File: config.mk
export PLATFORM = sky130hd
export DESIGN_NAME = add_seq_arbiter
export DESIGN_NICKNAME = d
export VERILOG_FILES = /design/src/rtl/add_seq_arbiter.sv
export SDC_FILE = /design/constraint.sdc
export NUM_CORES = 1
export LEC_CHECK = 0
export ABC_AREA = 1
export CORE_ASPECT_RATIO = 0.7
export CORE_UTILIZATION = 40
export DETAILED_ROUTE_END_ITERATION = 10
export PLACE_DENSITY_LB_ADDON = 0.08
export SETUP_SLACK_MARGIN = 0.2
export SLEW_MARGIN = 5
export SYNTH_ARGS = -nofsm -noshare
export SYNTH_HDL_FRONTEND = slang
export SYNTH_SLANG_ARGS = --single-unit
File: constraint.sdc
create_clock -name clk -period 3.3 [get_ports clk]
set_clock_uncertainty 0.1 [all_clocks]
set_input_delay 0.66 -clock clk [delete_from_list [all_inputs] [get_ports clk]]
set_output_delay 0.66 -clock clk [all_outputs]
set_load 0.005 [all_outputs]
File: src/rtl/add_seq_arbiter.sv
`default_nettype none
// +--------------------------------------------------------------------------+
// | add_seq_arbiter: two-requester round-robin front-end to a 64-bit adder    |
// | computed as NSLICE sequential SLICE_W-bit passes with a registered carry. |
// | Optional feature macro: ADD_SEQ_SUB_EN (subtract via ~B and carry-in 1).  |
// | Revision: 1.0                                                             |
// +--------------------------------------------------------------------------+
module add_seq_arbiter #(
  parameter int SLICE_W = 16,
  parameter int NSLICE  = 64 / SLICE_W
) (
  input  logic        clk,
  input  logic        rst_n,

  input  logic        req0_valid,
  output logic        req0_ready,
  input  logic [63:0] req0_a,
  input  logic [63:0] req0_b,
  input  logic        req0_cin,
  input  logic        req0_sub,

  input  logic        req1_valid,
  output logic        req1_ready,
  input  logic [63:0] req1_a,
  input  logic [63:0] req1_b,
  input  logic        req1_cin,
  input  logic        req1_sub,

  output logic        resp_valid,
  input  logic        resp_ready,
  output logic        resp_id,
  output logic [63:0] resp_sum,
  output logic        resp_cout,
  output logic        busy
);

  localparam int               CNT_W      = (NSLICE > 1) ? $clog2(NSLICE) : 1;
  localparam logic [CNT_W-1:0] LAST_SLICE = CNT_W'(NSLICE - 1);

  typedef enum logic [1:0] {
    IDLE = 2'd0,
    CALC = 2'd1,
    DONE = 2'd2
  } state_t;

  state_t             state;
  state_t             state_next;

  logic               last_grant;
  logic [CNT_W-1:0]   slice_cnt;
  logic               carry_reg;
  logic [63:0]        a_reg;
  logic [63:0]        b_reg;
  logic [63:0]        sum_work;
  logic               id_reg;

  logic               grant;
  logic               accept;
  logic               last_pass;

  logic [63:0]        sel_a;
  logic [63:0]        sel_b;
  logic               sel_cin;
  logic [63:0]        acc_b;
  logic               acc_carry;

  logic [SLICE_W-1:0] a_slice;
  logic [SLICE_W-1:0] b_slice;
  logic [SLICE_W:0]   slice_sum;
  logic [63:0]        sum_next;

  // ---------------------------------------------------------------------------
  // Arbitration: a tie goes to whichever requester was not served last.
  // ---------------------------------------------------------------------------
  assign grant      = (req0_valid && req1_valid) ? ~last_grant : req1_valid;
  assign req0_ready = (state == IDLE) && req0_valid && !grant;
  assign req1_ready = (state == IDLE) && req1_valid &&  grant;
  assign accept     = req0_ready || req1_ready;

  assign sel_a   = grant ? req1_a   : req0_a;
  assign sel_b   = grant ? req1_b   : req0_b;
  assign sel_cin = grant ? req1_cin : req0_cin;

`ifdef ADD_SEQ_SUB_EN
  logic sel_sub;

  // Subtraction is A + ~B + 1; the caller's carry-in is overridden.
  assign sel_sub   = grant ? req1_sub : req0_sub;
  assign acc_b     = sel_sub ? ~sel_b : sel_b;
  assign acc_carry = sel_sub ? 1'b1   : sel_cin;
`else
  logic unused_sub;

  assign unused_sub = req0_sub ^ req1_sub;
  assign acc_b      = sel_b;
  assign acc_carry  = sel_cin;
`endif

  // ---------------------------------------------------------------------------
  // Slice datapath: one SLICE_W-bit add per CALC cycle, LSB slice first.
  // ---------------------------------------------------------------------------
  always_comb begin
    a_slice = '0;
    b_slice = '0;
    for (int k = 0; k < NSLICE; k++) begin
      if (slice_cnt == CNT_W'(k)) begin
        a_slice = a_reg[k*SLICE_W +: SLICE_W];
        b_slice = b_reg[k*SLICE_W +: SLICE_W];
      end
    end
  end

  assign slice_sum = {1'b0, a_slice} + {1'b0, b_slice} + {{SLICE_W{1'b0}}, carry_reg};

  always_comb begin
    sum_next = sum_work;
    for (int k = 0; k < NSLICE; k++) begin
      if (slice_cnt == CNT_W'(k)) begin
        sum_next[k*SLICE_W +: SLICE_W] = slice_sum[SLICE_W-1:0];
      end
    end
  end

  assign last_pass = (slice_cnt == LAST_SLICE);

  // ---------------------------------------------------------------------------
  // Control FSM
  // ---------------------------------------------------------------------------
  always_ff @(posedge clk) begin
    if (!rst_n) begin
      state <= IDLE;
    end else begin
      state <= state_next;
    end
  end

  always_comb begin
    state_next = state;
    case (state)
      IDLE: begin
        if (accept) begin
          state_next = CALC;
        end
      end
      CALC: begin
        if (last_pass) begin
          state_next = DONE;
        end
      end
      DONE: begin
        if (resp_ready) begin
          state_next = IDLE;
        end
      end
      default: state_next = IDLE;
    endcase
  end

  assign resp_valid = (state == DONE);
  assign busy       = (state != IDLE);

  // ---------------------------------------------------------------------------
  // Operand capture, slice sequencing and result registers. The visible
  // result is loaded only on the final pass so it never shows partial sums.
  // ---------------------------------------------------------------------------
  always_ff @(posedge clk) begin
    if (!rst_n) begin
      last_grant <= 1'b1;
      slice_cnt  <= '0;
      carry_reg  <= 1'b0;
      a_reg      <= '0;
      b_reg      <= '0;
      sum_work   <= '0;
      id_reg     <= 1'b0;
      resp_sum   <= '0;
      resp_cout  <= 1'b0;
      resp_id    <= 1'b0;
    end else begin
      if (state == IDLE && accept) begin
        a_reg      <= sel_a;
        b_reg      <= acc_b;
        carry_reg  <= acc_carry;
        id_reg     <= grant;
        last_grant <= grant;
        slice_cnt  <= '0;
      end else if (state == CALC) begin
        sum_work  <= sum_next;
        carry_reg <= slice_sum[SLICE_W];
        slice_cnt <= slice_cnt + 1'b1;
        if (last_pass) begin
          resp_sum  <= sum_next;
          resp_cout <= slice_sum[SLICE_W];
          resp_id   <= id_reg;
        end
      end
    end
  end

endmodule
`default_nettype wire

==> qor.csv <==
metric;value;unit
combinational family with the most area after synthesis;simple AND/OR/NAND/NOR gates;
Avg Synthesized Cell Area;6.75;µm²
worst hold slack;0.361;ns
Int Pwr;0.00633;W
Power Dens Cells;498;nW/µm²
Compound-Gate Fraction of Synth Area;20.9;%
Crit Path Category;reg2reg;
GRT Total Usage;27.9;%
crit path time final;3.10;ns
RSZ-0062 raised after global routing;yes;
Post-Synth Adder-Cell Area;2.14;%
DR vias;14100;
synth cell count leaders;543 x nand2_1, 256 x dfxtp_1, 158 x inv_1;
drt pass-1 iters;5;
Die W;217;µm
Net Switching;0.00303;W
fin util;59.6;%
Mapped Cells;1924;
sequential area share after synthesis;39.5;%
most instantiated library cell after synthesis;nand2_1;
Gate power share;29.1;%
outcome;finished, final reports clean;
Vias/cell;5.29;
Setup crit start kind;flop;
crit-path most repeated cell;nand2_1;
Worst VDD drop;0.000435;V
Critical path origin;slice_cnt[1];
Yosys warning count;0;
family with the most delay on the worst path;simple AND/OR/NAND/NOR gates;
CP Cell Sequence;inv_4, ha_4, inv_8, clkbuf_16, nand3_1, nand2_2, o21ai_1, a21oi_1, ha_4, nand2_1, nand2_1, nand2_1, nand2_1, a21oi_2, nand3_2, nand3_1, nand3_1, nand2_1, inv_1;
first-pass GRT wire length;73400;µm
Reg2Reg Depth;19;
Worst-Margin Slew;1.09;ns
dpl hpwl;33300;µm
Synth top area share;39.5;%
hold buffers post-CTS;0;
Crit-path slowest cell;dfxtp_4;
fin crit share;93.9;%
post-route ant nets;0;
final setup fails;0;
largest net degree at the start of global routing;130;
Buffers on Ports;332;
H-tree levels;1;
Cell variety after synth;38;
CTS Sinks;256;
sequential share of power;38.1;%
io pins;335;
Leak;8.30;nW
top cells by area, synth;dfxtp_1 39%, nand2_1 16%, a31oi_1 6.4%;
Num CTS Buffers;26;
CTS tree;done;
Clock Latency Late Sink;0.55;ns
Worst Hold Class;reg2reg;
asr flop ratio synth;0;%
end of the critical path;sum_work[14];
xor/xnor share of the synthesized area;0.540;%
row count;54;
Core Area;31600;µm²
Critical Path Stages;19;
max-cap violation count;0;
Post-synth EDFFs;0;
wire per inst;18.1;µm
gp weighted congestion;0.914;
DIE HEIGHT;153;µm
CP Buf/Inv Count;4;
worst reg2reg path endpoint;sum_work[14];
CTS Root Cell;clkbuf_16;
Slew headroom;27.5;%
grt total ovfl;0;
top_reg_cell synth;dfxtp_1;
violation count after the first detailed-route iteration;1341;
R2R Setup Slk;0.20;ns
Final Hold Viols;0;
vias in the first global route;12900;
Initial Util;41.2;%
critical path arrival;3.45;ns
full die area;33200;µm²
mux share of post-synthesis cell area;0.231;%
Yosys reg bits;256;
clock power share;32.8;%
WP data required;3.65;ns
FF-to-FF Start;slice_cnt[1];
Worst-path clk slew;0.07;ns
initial antenna violation count;1;
Cell Area, Synth;13000;µm²
Layout Nets;2508;
switching share of power;32.4;%
layout cells sized above 1;13.8;%
synthesized net count;2210;
Final Max Tran Viols;0;
drt total wl;48100;µm
DR DRC count;0;
Synth-to-Final Area Change;44.7;%
cell taking the most area after synthesis;dfxtp_1;
Fmax achieved;0.323;GHz
Clock Tree Buf Depth;3;
critical path fanouts, max;8;
simple logic cell fraction of the synthesized area;26.6;%
crit end category;flop;
max incr delay on CP;0.38;ns
layer usage:
layer	GRT usage, %	wire [µm]	up-vias
met5	0	0	-
met4	5.26	971	0
met3	5.79	4040	67
met2	41.9	20200	492
met1	41.1	23000	6557
li1	-	-	6956
through the flow:
step                      cell area, µm²  total power [W]  std cells  setup slack, ns  setup TNS, ns
final                              18800          0.00936       2662            0.201              0
after floorplan                    13000          0.00487       1924            0.212              0
after global placement             16800          0.00591       2594          -0.0349         -0.142
after detailed placement           16800          0.00594       2594          -0.0396         -0.320
after global routing               18800          0.00981       2662           0.0139              0
after CTS                          18000          0.00910       2643            0.195              0
cell type report:
cell class | count | area, µm²
multi-input combinational | 1357 | 7300
clock inverter | 10 | 110
antenna | 1 | 2.50
sequential | 256 | 5130
tap | 420 | 526
inverter | 164 | 636
timing repair buffer | 417 | 4320
fill | 2925 | 12800
clock buffer | 37 | 763
power by group through the flow:
stage               Clock (W)  Combinational [W]  Sequential (W)
CTS                   0.00312            0.00243         0.00356
global route          0.00323            0.00298         0.00360
detailed placement          0            0.00233         0.00362
floorplan                   0            0.00133         0.00354
finish                0.00307            0.00273         0.00357
global placement            0            0.00230         0.00362
worst min path at each step:
stage / startpoint / cells after the start / slack [ns] / to
5_1_grt: sum_work[17] / 2 / 0.39 / sum_work[17]
4_1_cts: sum_work[17] / 2 / 0.36 / sum_work[17]
3_5_place_dp: sum_work[17] / 2 / 0.35 / sum_work[17]
6_report: sum_work[17] / 2 / 0.36 / sum_work[17]
3_3_place_gp: last_grant / 2 / 0.34 / last_grant
2_1_floorplan: last_grant / 2 / 0.33 / last_grant
repair_timing:
item,CTS,global route
setup endpoints to repair,99,98
setup buffers,1,11
pin swaps,13,67
gates cloned,1,7
resized for setup,62,160
worst register-to-register path, cell delays in order, from the launching register on:
cell and delay, ns:
dfxtp_4 0.38, inv_4 0.05, ha_4 0.21, inv_8 0.11, clkbuf_16 0.16, nand3_1 0.08
nand2_2 0.14, o21ai_1 0.10, a21oi_1 0.34, ha_4 0.30, nand2_1 0.10, nand2_1 0.09
nand2_1 0.07, nand2_1 0.06, a21oi_2 0.17, nand3_2 0.17, nand3_1 0.15, nand3_1 0.07
nand2_1 0.10, inv_1 0.05
layout by cell type (no fill, tap or decap), types with 3 or more instances in the layout:
cell	Yosys	final
o21bai_4	0	3
clkbuf_1	81	5
o21ai_1	84	96
ha_4	0	6
buf_4	2	58
nand2_4	0	8
a21oi_2	1	26
ha_1	19	11
inv_1	158	151
o211ai_1	17	17
a31oi_1	132	132
clkdlybuf4s50_1	0	331
clkinv_2	0	5
nand3_2	0	35
o21ai_0	103	81
nand3b_1	4	4
buf_12	0	15
nor2_1	146	139
xor2_2	0	4
inv_4	1	3
a211oi_1	5	5
a21oi_1	83	54
nor2_2	0	5
inv_2	5	8
nand2_1	543	486
buf_6	11	4
o21a_1	40	40
a21oi_4	0	4
dfxtp_1	256	254
xor2_1	7	3
nand3_1	146	109
clkbuf_8	0	5
nor2_4	5	7
mux2i_1	3	3
clkbuf_16	0	34
nand2_2	0	49
o21ai_2	0	10
cell families (layout without fill, tap and decap cells):
group,count (synthesis),in the layout
xor+xnor,8,8
buf+inv,311,628
flops,256,256
other cells,0,1
mux,3,3
compound gates,473,473
fa+ha+maj,21,21
simple gates,852,852
Note: power is estimated with default switching activity, not from simulation.
